## src/rtl/rd_credit_arbiter_pkg.sv

```systemverilog
`default_nettype none
// ============================================================================
//  Module      : rd_credit_arbiter_pkg
//  Description : Shared constants, channel-width helper and the per-channel
//                read request record for the credit-guarded read arbiter.
//  Revision    : 1.0 - initial release
// ============================================================================
package rd_credit_arbiter_pkg;

    // Width of the CCI-P mdata field carried with every read request
    localparam int C_MDATA_W   = 16;
    // Width of a cache-line address (t_ccip_clAddr)
    localparam int C_CL_ADDR_W = 42;
    // Default tag prefix placed above the channel index in mdata
    localparam logic [15:0] C_MDATA_BASE_DEF = 16'hA0;

    // One read engine's request as seen by the arbiter
    typedef struct packed {
        logic                   valid;
        logic [C_CL_ADDR_W-1:0] addr;
    } t_rd_ch_req;

    // Bits needed to carry a channel index; never less than one bit
    function automatic int ch_w(input int n);
        return (n > 1) ? $clog2(n) : 1;
    endfunction

endpackage
`default_nettype wire

```

## src/rtl/rr_arbiter.sv

```systemverilog
`default_nettype none
// ============================================================================
//  Module      : rr_arbiter
//  Description : One-hot round-robin arbiter. The search starts at the
//                pointer and wraps at N; the pointer moves to the slot after
//                the winner only when something is granted.
//  Revision    : 1.0 - initial release
//  Ports       : clk    in  clock
//                rst_n  in  asynchronous reset, active low
//                i_req  in  N request lines
//                o_gnt  out N one-hot grant (combinational)
// ============================================================================
module rr_arbiter
    import rd_credit_arbiter_pkg::*;
#(
    parameter int N = 4
) (
    input  logic         clk,
    input  logic         rst_n,
    input  logic [N-1:0] i_req,
    output logic [N-1:0] o_gnt
);

    localparam int PTR_W = ch_w(N);

    logic [PTR_W-1:0] r_ptr;
    logic [PTR_W-1:0] w_ptr_d;
    logic             w_any;

    // (base + off) mod N for base < N and off <= N
    function automatic int wrap_idx(input int base, input int off);
        int s;
        s = base + off;
        if (s >= N) s = s - N;
        return s;
    endfunction

    always_comb begin
        w_any   = 1'b0;
        o_gnt   = '0;
        w_ptr_d = r_ptr;
        for (int i = 0; i < N; i++) begin
            if (!w_any && i_req[PTR_W'(wrap_idx(int'(r_ptr), i))]) begin
                o_gnt[PTR_W'(wrap_idx(int'(r_ptr), i))] = 1'b1;
                w_ptr_d = PTR_W'(wrap_idx(int'(r_ptr), i + 1));
                w_any   = 1'b1;
            end
        end
    end

    always_ff @(posedge clk or negedge rst_n) begin
        if (!rst_n) begin
            r_ptr <= '0;
        end else if (w_any) begin
            r_ptr <= w_ptr_d;
        end
    end

endmodule
`default_nettype wire

```

## src/rtl/rd_credit_arbiter.sv

```systemverilog
`default_nettype none
// ============================================================================
//  Module      : rd_credit_arbiter
//  Description : Multi-channel read-request arbiter for fiu.c0Tx. Tags mdata
//                with the channel, counts in-flight reads per channel, routes
//                c0Rx read responses back and stalls a channel whose in-flight
//                reads plus response-FIFO fill could overflow that FIFO.
//  Revision    : 1.0 - initial release
//  Ports       : clk, reset_n           clock, async active-low reset
//                enable                 grants allowed
//                req_valid/addr/ready   per-channel request handshake
//                fifo_count             per-channel response FIFO fill
//                tx_alm_full            c0Tx back-pressure
//                tx_valid/addr/mdata    registered read request to c0Tx
//                rx_rsp, rx_mdata       c0Rx read-response indication
//                rsp_valid, rsp_ch      registered response routing
//                busy                   reads in flight or request pending
//                err_underflow          sticky response-without-request flag
// ============================================================================
module rd_credit_arbiter
    import rd_credit_arbiter_pkg::*;
#(
    parameter int          NUM_CH     = 4,
    parameter int          ADDR_W     = 42,
    parameter int          CNT_W      = 16,
    parameter int          FIFO_DEPTH = 512,
    parameter int          ALM_BUFFER = 16,
    parameter logic [15:0] MDATA_BASE = C_MDATA_BASE_DEF
) (
    input  logic                      clk,
    input  logic                      reset_n,
    input  logic                      enable,
    input  logic [NUM_CH-1:0]         req_valid,
    input  logic [NUM_CH*ADDR_W-1:0]  req_addr,
    output logic [NUM_CH-1:0]         req_ready,
    input  logic [NUM_CH*CNT_W-1:0]   fifo_count,
    input  logic                      tx_alm_full,
    output logic                      tx_valid,
    output logic [ADDR_W-1:0]         tx_addr,
    output logic [C_MDATA_W-1:0]      tx_mdata,
    input  logic                      rx_rsp,
    input  logic [C_MDATA_W-1:0]      rx_mdata,
    output logic                      rsp_valid,
    output logic [ch_w(NUM_CH)-1:0]   rsp_ch,
    output logic                      busy,
    output logic                      err_underflow
);

    localparam int CH_W  = ch_w(NUM_CH);
    localparam int TAG_W = C_MDATA_W - CH_W;

    localparam logic [CNT_W:0]     c_risk_thr = (CNT_W+1)'(FIFO_DEPTH - ALM_BUFFER);
    localparam logic [TAG_W-1:0]   c_tag      = MDATA_BASE[TAG_W-1:0];
    localparam logic [CH_W:0]      c_num_ch   = (CH_W+1)'(NUM_CH);

    localparam logic [0:0] c_st_idle = 1'b0;
    localparam logic [0:0] c_st_busy = 1'b1;

    if (ALM_BUFFER < 4) begin : g_alm_check
        $error("rd_credit_arbiter: ALM_BUFFER must be at least 4");
    end

    logic [NUM_CH-1:0] w_elig;
    logic [NUM_CH-1:0] w_gnt;
    logic [NUM_CH-1:0] w_risk;
    logic [NUM_CH-1:0] w_dec;
    logic [NUM_CH-1:0] w_uflow;
    logic [NUM_CH-1:0] w_cnt_nz_d;
    logic [CH_W-1:0]   w_gnt_idx;
    logic [ADDR_W-1:0] w_gnt_addr;
    logic [CH_W-1:0]   w_rx_ch;
    logic              w_rx_hit;
    logic              w_gate;
    logic              w_busy_d;
    logic [0:0]        w_state_d;

    logic                 r_tx_valid;
    logic [ADDR_W-1:0]    r_tx_addr;
    logic [C_MDATA_W-1:0] r_tx_mdata;
    logic                 r_rsp_valid;
    logic [CH_W-1:0]      r_rsp_ch;
    logic                 r_err;
    logic [0:0]           r_state;

    // reset_n is part of the gate so req_ready reads 0 while reset is held,
    // even when the engines keep their requests asserted.
    assign w_gate = reset_n & enable & ~tx_alm_full;
    assign w_elig = {NUM_CH{w_gate}} & req_valid & ~w_risk;

    rr_arbiter #(.N(NUM_CH)) u_rr (
        .clk   (clk),
        .rst_n (reset_n),
        .i_req (w_elig),
        .o_gnt (w_gnt)
    );

    assign req_ready = w_gnt;

    always_comb begin
        w_gnt_idx  = '0;
        w_gnt_addr = '0;
        for (int i = 0; i < NUM_CH; i++) begin
            if (w_gnt[i]) begin
                w_gnt_idx  = CH_W'(i);
                w_gnt_addr = req_addr[i*ADDR_W +: ADDR_W];
            end
        end
    end

    // Responses carrying any other mdata (control reads etc.) are not ours.
    assign w_rx_ch  = rx_mdata[CH_W-1:0];
    assign w_rx_hit = rx_rsp && (rx_mdata[C_MDATA_W-1:CH_W] == c_tag) &&
                      ({1'b0, w_rx_ch} < c_num_ch);

    for (genvar c = 0; c < NUM_CH; c++) begin : g_ch
        logic [CNT_W-1:0] r_cnt;
        logic [CNT_W-1:0] w_cnt_d;
        logic [CNT_W:0]   r_s1;
        logic             r_risk;

        assign w_dec[c]   = w_rx_hit && (w_rx_ch == CH_W'(c));
        assign w_uflow[c] = w_dec[c] && !w_gnt[c] && (r_cnt == '0);

        // Grant and response on the same channel cancel out.
        always_comb begin
            w_cnt_d = r_cnt;
            if (w_gnt[c] && !w_dec[c]) begin
                w_cnt_d = r_cnt + CNT_W'(1);
            end else if (!w_gnt[c] && w_dec[c] && (r_cnt != '0)) begin
                w_cnt_d = r_cnt - CNT_W'(1);
            end
        end

        assign w_cnt_nz_d[c] = (w_cnt_d != '0);
        assign w_risk[c]     = r_risk;

        // Two-stage risk pipeline; ALM_BUFFER absorbs grants issued while a
        // new count is still travelling toward r_risk.
        always_ff @(posedge clk or negedge reset_n) begin
            if (!reset_n) begin
                r_cnt  <= '0;
                r_s1   <= '0;
                r_risk <= 1'b0;
            end else begin
                r_cnt  <= w_cnt_d;
                r_s1   <= {1'b0, r_cnt} + {1'b0, fifo_count[c*CNT_W +: CNT_W]};
                r_risk <= (r_s1 > c_risk_thr);
            end
        end
    end

    assign w_busy_d = (|w_gnt) | (|w_cnt_nz_d);

    always_comb begin
        w_state_d = r_state;
        case (r_state)
            c_st_idle: if (w_busy_d)  w_state_d = c_st_busy;
            c_st_busy: if (!w_busy_d) w_state_d = c_st_idle;
            default:                  w_state_d = c_st_idle;
        endcase
    end

    always_ff @(posedge clk or negedge reset_n) begin
        if (!reset_n) begin
            r_tx_valid  <= 1'b0;
            r_tx_addr   <= '0;
            r_tx_mdata  <= '0;
            r_rsp_valid <= 1'b0;
            r_rsp_ch    <= '0;
            r_err       <= 1'b0;
            r_state     <= c_st_idle;
        end else begin
            r_tx_valid <= |w_gnt;
            if (|w_gnt) begin
                r_tx_addr  <= w_gnt_addr;
                r_tx_mdata <= {c_tag, w_gnt_idx};
            end
            r_rsp_valid <= w_rx_hit;
            if (w_rx_hit) begin
                r_rsp_ch <= w_rx_ch;
            end
            r_err   <= r_err | (|w_uflow);
            r_state <= w_state_d;
        end
    end

    assign tx_valid      = r_tx_valid;
    assign tx_addr       = r_tx_addr;
    assign tx_mdata      = r_tx_mdata;
    assign rsp_valid     = r_rsp_valid;
    assign rsp_ch        = r_rsp_ch;
    assign err_underflow = r_err;
    assign busy          = (r_state == c_st_busy);

endmodule
`default_nettype wire

```

## config.mk

```make
export PLATFORM = sky130hd
export DESIGN_NAME = rd_credit_arbiter
export DESIGN_NICKNAME = d
export VERILOG_FILES = /design/src/rtl/rd_credit_arbiter_pkg.sv /design/src/rtl/rr_arbiter.sv /design/src/rtl/rd_credit_arbiter.sv
export SDC_FILE = /design/constraint.sdc
export NUM_CORES = 1
export LEC_CHECK = 0
export CAP_MARGIN = 0
export CORE_ASPECT_RATIO = 1.25
export CORE_MARGIN = 5
export CORE_UTILIZATION = 51
export CTS_CLUSTER_DIAMETER = 30
export DETAILED_ROUTE_END_ITERATION = 10
export GPL_ROUTABILITY_DRIVEN = 0
export PLACE_DENSITY = 0.93
export SLEW_MARGIN = 20
export SYNTH_ARGS = -nofsm -noshare
export SYNTH_HDL_FRONTEND = slang
export SYNTH_SLANG_ARGS = --single-unit
```

## constraint.sdc

```tcl
create_clock -name clk -period 4.82 [get_ports clk]
set_input_delay 0.482 -clock clk [delete_from_list [all_inputs] [get_ports clk]]
set_output_delay 0.482 -clock clk [all_outputs]
set_load 0.05 [all_outputs]
```

Word level (Yosys, flattened, before mapping)
Cells that the tools add are included.
{"block": "classes", "addsub": 21, "mul": 0, "div": 0, "magnitude_cmp": 21, "n_eq_ne": 4, "shift": 0, "mux": 57, "n_bitwise": 11, "reduce_logical": 57}
{"cell": "42-bit two-way mux", "count": 4}
{"cell": "16-bit two-way mux", "count": 8}
{"cell": "16-bit nonzero test", "count": 8}
{"cell": "16-bit by 16-bit adder with 17-bit output", "count": 4}
{"cell": "17-bit by 9-bit > comparator with 1-bit output, second input constant", "count": 4}
{"cell": "16-bit by 1-bit adder with 16-bit output, second input constant", "count": 4}
{"cell": "16-bit zero test", "count": 4}
{"cell": "16-bit by 1-bit subtractor with 16-bit output, second input constant", "count": 4}
{"cell": "2-bit by 4-bit less-than comparator with 1-bit output, second input constant", "count": 8}
{"cell": "2-bit two-way mux", "count": 15}
{"cell": "1-bit logical AND", "count": 28}
{"cell": "1-bit two-way mux", "count": 18}
{"cell": "4-bit two-way mux", "count": 4}
{"cell": "14-bit by 8-bit == test with 1-bit output, second input constant", "count": 1}
{"cell": "4-bit bitwise OR", "count": 3}
{"cell": "4-bit OR reduction", "count": 3}
{"cell": "1-bit zero test", "count": 11}
{"cell": "2-bit by 1-bit subtractor with 2-bit output, second input constant", "count": 5}
{"cell": "3-bit greater-or-equal comparator, second input constant", "count": 3}
{"cell": "4-bit bitwise AND", "count": 2}
{"cell": "1-bit binary-select mux with 2-bit select", "count": 4}
{"cell": "1-bit demux with 2-bit select", "count": 4}
{"cell": "2-bit by 1-bit greater-or-equal comparator with 1-bit output, second input constant", "count": 4}
{"cell": "2-bit by 2-bit adder with 3-bit output, second input constant", "count": 2}
{"cell": "13 further kinds", "count": 16}
{"block": "word_totals", "reg_bits": 189, "latchBits": 0, "mem_bits_rw": 0, "rom_bits": 0, "in_bits": 257, "output_inout_bits": 68, "wordCells": 191, "memories": 0}

Longest topological paths before layout
{"block": "logic_depth", "word_depth": 32, "mapped_depth": 17, "depth_no_buf": 13}

Hierarchy
Synthesis repeated with hierarchy kept, for this count alone.
{"block": "hier_totals", "hier_cells": 1294, "area_unflattened_um2": 12325.6}
{"module": "rd_credit_arbiter", "instances": 1, "cells_per_inst": 1241, "area_each_um2": 11821.3, "seq_area_each_um2": 4679.5}
{"module": "rr_arbiter", "instances": 1, "cells_per_inst": 53, "area_each_um2": 504.2, "seq_area_each_um2": 50.0}

Worst setup path after synthesis
OpenSTA, ideal clock, no wires.
{"block": "synth_timing", "path_type": "reg-to-output", "start": "register u_rr.r_ptr[0]", "end": "output port req_ready[0]", "arrival_time_ns": 3.850, "required_time_ns": 4.338, "slack_ns": 0.488, "stages_incl_launch_ff": 13, "path_buffers": 4, "cell_sequence": "dfrtp_1 clkbuf_1 inv_1 ha_1 buf_1 inv_1 a221oi_1 o221ai_1 a31oi_1 nor2_1 inv_1 clkbuf_1 buf_1"}
{"block": "synth_via", "elab_chain_len": 15}
{"item": "start, declared", "line_no": "rr_arbiter.sv:26", "rtl": "logic [PTR_W-1:0] r_ptr;"}
{"item": "start signal, assigned", "line_no": "rr_arbiter.sv:55", "rtl": "r_ptr <= w_ptr_d;"}
{"item": "branches (longest 14 deep; another with 2-bit by 4-bit less-than comparator with 1-bit output)"}
{"item": "4-bit two-way mux (*)", "line_no": "rr_arbiter.sv:43", "rtl": "if (!w_any && i_req[PTR_W'(wrap_idx(int'(r_ptr), i))]) begin"}
{"item": "end, declared", "line_no": "rd_credit_arbiter.sv:35", "rtl": "output logic [NUM_CH-1:0] req_ready,"}
Every way passes the cells marked *. The select of a mux whose other input is x is not followed.

Worst setup path after layout
{"block": "layout_timing", "start": "input port reset_n", "end": "output port req_ready[1]"}
{"block": "layout_via", "elab_chain_len": 17}
{"item": "start, declared", "line_no": "rd_credit_arbiter.sv:31", "rtl": "input logic reset_n,"}
{"item": "1-bit bitwise AND (*) (2 in series)", "line_no": "rd_credit_arbiter.sv:87", "rtl": "assign w_gate = reset_n & enable & ~tx_alm_full;"}
{"item": "4-bit bitwise AND (*) (2 in series)", "line_no": "rd_credit_arbiter.sv:88", "rtl": "assign w_elig = {NUM_CH{w_gate}} & req_valid & ~w_risk;"}
{"item": "1-bit binary-select mux with 2-bit select", "line_no": "rr_arbiter.sv:43"}
{"item": "1-bit two-way mux (implied by the code) (2 in series)", "line_no": "rr_arbiter.sv:43"}
{"item": "1-bit two-way mux", "line_no": "rr_arbiter.sv:43"}
{"item": "1-bit zero test", "line_no": "rr_arbiter.sv:43"}
{"item": "1-bit logical AND", "line_no": "rr_arbiter.sv:43"}
{"item": "1-bit two-way mux", "line_no": "rr_arbiter.sv:43"}
{"item": "1-bit zero test", "line_no": "rr_arbiter.sv:43"}
{"item": "1-bit logical AND", "line_no": "rr_arbiter.sv:43"}
{"item": "1-bit two-way mux", "line_no": "rr_arbiter.sv:43"}
{"item": "1-bit zero test", "line_no": "rr_arbiter.sv:43"}
{"item": "1-bit logical AND", "line_no": "rr_arbiter.sv:43"}
{"item": "4-bit two-way mux (*)", "line_no": "rr_arbiter.sv:43"}
Every way passes the cells marked *; elsewhere a longest branch is shown, timed or not. The select of a mux whose other input is x is not followed.

==> metrics.txt <==
total of max-cap violations 0; cell-internal power around 0.0036 W; row count 67; footprint of the multi-input gates between 8000 and 9000 sq um; layout cell share with drive strength beyond 1 under 10%; Startpoint Class primary input; vias per inst 6.57; Initial Util around 51%; via count about 15000; Netlist Area Pre-Place around 14000 sq um; minimum clock period around 4600 ps; TritonCTS clock tree yes; PD cells between 300 and 400 nW/um^2; kind of critical path primary input to output port; total gr overflow 0; endpoints failing setup 0; H-tree depth 4; I/O Buffers approximately 310; Register Area 4730 sq um; crit-path max FO 44; Worst R2R Path Depth 12; DP Cell Count approximately 2200; RSZ-0062 raised after global routing false; Post-synth top cells dfrtp_1, nand2_1, nand3_1; initial antenna violation count 2; largest net degree at the start of global routing around 160; first-pass GRT wire length about 76000 microns; fill cell count 2046; Synthesis Warnings 0; Final Slew Violations 0; CP Data Required Time 4340 ps; Worst-Skew Late Latency 460 ps; placed cell areas approximately 17000 sq um; status finished clean; core area between 20000 and 30000 sq um; Global Route Usage Sum a little under a third; most frequent cell after synthesis dfrtp_1; Final Routed Wirelength about 48000 microns; CTS Buf Count 17; 1st-iter DRT viols between 1500 and 2000; Main synth FF type dfrtp_1; routed len/inst between 20 and 25 microns; top achievable clock speed roughly 220 MHz; hpwl dp 37200 microns; clock share of power between 20% and 30%; Switching Power around 0.0027 W; sequential fraction of the synthesis area around 34%; Die H 194 microns; CTS sink cnt approximately 190; crit path DAT approximately 4100 ps; Syn Inst Count roughly 1600; Hold WC Path Type register to register; fin util 66.8%; Fin Clk Skew 14.7 ps; syn avg cell area between 8 and 9 sq um; worst relative slew slack 34.0%; top cells by area, synth dfrtp_1, ha_1, nand3_1; Post-synth EDFFs 0; final hold violation count 0; Initial DRT Pass Iterations 10; worst slew pin tran a little under 1000 ps; Yosys cell types 81; Final nets 2234; register share of total power between 30 and 40%; DR DRC count 0; Combinational Power Share between 40% and 50%; die area ~30000 sq um; Final Cycle Share between 90% and 100%; ys async rst share 100%; Root Buffer clkbuf_16; final instance area about 18000 sq um; IO Pins between 300 and 400; clk buf depth 2; Worst-path clk slew around 80 ps; sw frac a little over two fifths; worst IR drop on VDD between 0.3 and 0.4 mV; die width roughly 160 microns; hold path depth 2; worst reg-to-reg setup slack roughly 640 ps; Leakage between 7 and 8 nW; area grow syn2layout 29.9%; largest area contributor in the synthesized netlist dfrtp_1; Synth top area share about a third; vias in the first global route roughly 15000; final std cells w/o fill approximately 2200; Pwr Total 0.00635 W; Final ANT Viol Nets 0; setup_tns 0 ps; CP endpoint kind output port; count of state elements after synthesis about 190
-- power by group through the flow --
| stage | Combinational [W] | Sequential (W) | Clock (W) |
|---|---|---|---|
| global route | 0.00295 | 0.00213 | 0.00157 |
| floorplan | 0.00111 | 0.00265 | 0 |
| finish | 0.00276 | 0.00210 | 0.00148 |
| global placement | 0.00265 | 0.00211 | 0 |
| CTS | 0.00273 | 0.00210 | 0.00150 |
| detailed placement | 0.00272 | 0.00212 | 0 |
-- path summary, 6_finish.rpt --
path,start,endpoint
worst max-delay path,reset_n,req_ready[1]
worst min-delay path,g_ch[1].r_s1[15],g_ch[1].r_risk
worst max register to register,g_ch[2].r_cnt[1],busy
worst min register to register,g_ch[1].r_s1[15],g_ch[1].r_risk
max in group asynchronous,reset_n,tx_mdata[0]
min in group asynchronous,reset_n,g_ch[0].r_cnt[13]
-- layout by cell type (no fill, tap or decap), drive strengths merged, types with 10 or more instances in the layout --
master | Yosys | final
and3 | 20 | 20
o31a | 10 | 10
nor2 | 82 | 82
nand4 | 22 | 22
dfrtp | 189 | 189
a21oi | 46 | 46
nor4 | 40 | 40
and4 | 10 | 10
nor2b | 15 | 15
nand2 | 170 | 170
or4 | 16 | 16
xor2 | 33 | 33
inv | 72 | 77
nor3 | 66 | 66
o21ai | 61 | 61
mux2i | 15 | 15
or2 | 12 | 12
or3 | 28 | 28
clkdlybuf4s50 | 0 | 307
a22oi | 50 | 50
buf | 35 | 30
nand2b | 15 | 15
xnor2 | 46 | 46
a31oi | 11 | 11
o211ai | 60 | 60
a211oi | 12 | 12
conb | 1 | 12
clkinv | 0 | 10
ha | 84 | 84
a21boi | 13 | 13
nand3 | 129 | 129
and2 | 21 | 21
clkbuf | 51 | 18
o22ai | 16 | 16
-- repair_timing --
item / 4_1_cts / 5_1_grt
hold buffers: 1 / 0
endpoints found under the setup margin: 0 / 1
endpoints found under the hold margin: 29 / 0
gates resized for setup: 0 / 1
buffers inserted: 0 / 0
-- routing by layer --
layer / global-route usage (%) / routed length [microns] / part of all wire, % / vias up
li1: - / - / - / 6584
met1: 34.2 / 16200 / 33 / 6898
met2: 52.7 / 23500 / 49 / 1040
met3: 9.34 / 5710 / 12 / 247
met4: 17.6 / 3000 / 6.2 / 2
met5: 0 / 13 / 0.027 / -
-- critical path: stages --
cell and delay, ps:
dlygate4sd3_1 560, clkbuf_8 260, and4bb_1 350, a22o_1 320, or4b_1 550, o221a_1 290
a31o_2 260, inv_2 230, buf_4 510, buf_12 210
-- flip-flops by register name, indices dropped and copies added (netlist names) --
register       flops
rsp_ch             2
err_underflow      1
rsp_valid          1
tx_valid           1
g_ch.r_s1         68
tx_mdata           3
g_ch.r_risk        4
tx_addr           42
busy               1
g_ch.r_cnt        64
u_rr.r_ptr         2
-- cell families (layout without fill, tap and decap cells) --
| family | after synthesis | after routing | synth area share [%] |
|---|---|---|---|
| adders and majority gates | 88 | 88 | 8.22 |
| AOI/OAI and AO/OA | 381 | 381 | 19.7 |
| and+or+nand+nor | 694 | 694 | 26.6 |
| other | 1 | 13 | 0.0273 |
| buffers and inverters | 158 | 443 | 4.84 |
| muxes | 16 | 16 | 1.17 |
| xor gates and xnor gates | 79 | 79 | 5.03 |
| DFF | 189 | 189 | 34.4 |
-- through the flow --
step | hold WS (ps) | worst slack (ps)
CTS | 504 | 199
global placement | 410 | 357
global route | 509 | 89.7
floorplan | 186 | 488
finish | 494 | 255
detailed placement | 416 | 255
-- layout make-up --
type,instances,share of cell area (%)
clock inverter,15,1.16
tap,345,2.42
timing repair buffer,339,18.9
multi-input combinational,1270,47.1
inverter,72,1.51
antenna,1,0.0140
sequential,189,26.5
clock buffer,17,2.38
No activity file was read; power rests on OpenSTA's default activity.
==> variant: new RTL, config.mk and constraints unchanged <==
Set the parameter `NUM_CH` to 6 (it was 4).
--- a/src/rtl/rd_credit_arbiter.sv
+++ b/src/rtl/rd_credit_arbiter.sv
@@ -20,7 +20,7 @@
 module rd_credit_arbiter
     import rd_credit_arbiter_pkg::*;
 #(
-    parameter int          NUM_CH     = 4,
+    parameter int          NUM_CH     = 6,
     parameter int          ADDR_W     = 42,
     parameter int          CNT_W      = 16,
     parameter int          FIFO_DEPTH = 512,
Ports: changed (5 resized); port bits go from 325 to 446. The function was not compared with the original's and may differ.
==> variant against the original RTL <==
The flow now finishes with violations (negative setup slack). Worst setup slack lost 0.35 ns. Maximum frequency shrank 7.1%. Routed wire length grew 51%. Sequential cell count grew 71. Area after synthesis grew 38%. Cell area grew 46%. Global-route usage grew 2.3 points. Count of clock-buffer cells in the layout grew 40. Combinational power grew 120%. Hold slack lost 0.48 ns. Power grew 100%.
==> variant: results <==
metrics = {
    "yosys": {
        "synthTopCellsByCount": "260 x dfrtp_1, 199 x nor2_1, 135 x a21oi_1",
        "synth-seq-area-share_pct": 34.3,
        "synth_xor_area_share_pct": 6.55,
        "synth.avg_cell_area_um2": 8.80,
        "synthAdderAreaFrac_pct": 8.81,
        "synthMuxAreaShare_pct": 2.97,
    },
    "route": {
        "dr_total_vias": 20700,
        "drt-initial-drc-count": 3065,
        "wl_um": 72900,
        "met2_length_um": 34100,
    },
    "clocking": {
        "cts_buffers": 48,
        "clockBufferDepth": 3,
        "clk-insertion-delay-late_ns": 0.56,
    },
    "timing": {
        "worst_slack_ns": -0.0955,
        "setup-violations-final": 1,
        "maxSlewHeadroom_pct": 30.0,
    },
    "layout": {
        "nFillCells": 2478,
        "fin_cells": 3155,
        "largest_reg_flops": 102,
        "seqCellArea_um2": 6510,
    },
    "outcome": {
        "status": "complete, but fails checks",
        "violations": "negative setup slack",
    },
    "worst_setup_path": {
        "cp_data_arrival_time_ns": 5.32,
        "max_stage_delay_ns": 0.65,
        "crit_start": "u_rr.r_ptr[0]",
    },
    "global_route": {
        "antenna_found_initial": 4,
        "grt_first_pass_wirelength_um": 111000,
        "use_met1_pct": 39.5,
    },
    "placement": {
        "dpl_worst_slack_ns": -0.155,
        "dpl_cell_area_um2": 24200,
        "dp_hpwl_um": 54900,
        "port-buffer-count": 434,
    },
    "power_and_ir_drop": {
        "leakage_uw": 0.0116,
    },
}
==> variant: where the power goes <==
part | internal [µW] | switching, µW
logic | 2380 | 3790
clock network | 2260 | 1250
registers | 2680 | 437
==> variant: timing repair <==
| item | CTS | global route |
|---|---|---|
| endpoints found under the setup margin | 3 | 5 |
| gates resized for setup | 4 | 17 |
| buffers inserted | 0 | 5 |
| pin swaps | 0 | 3 |
==> variant: layout make-up <==
| class | instances | area share [%] |
|---|---|---|
| Multi-Input combinational cell | 1699 | 45.2 |
| Inverter | 103 | 1.48 |
| Sequential cell | 260 | 25.0 |
| Clock buffer | 57 | 5.06 |
| Clock inverter | 32 | 1.44 |
| Timing Repair Buffer | 517 | 19.5 |
| Tap cell | 486 | 2.34 |
| Antenna cell | 1 | 0.00961 |
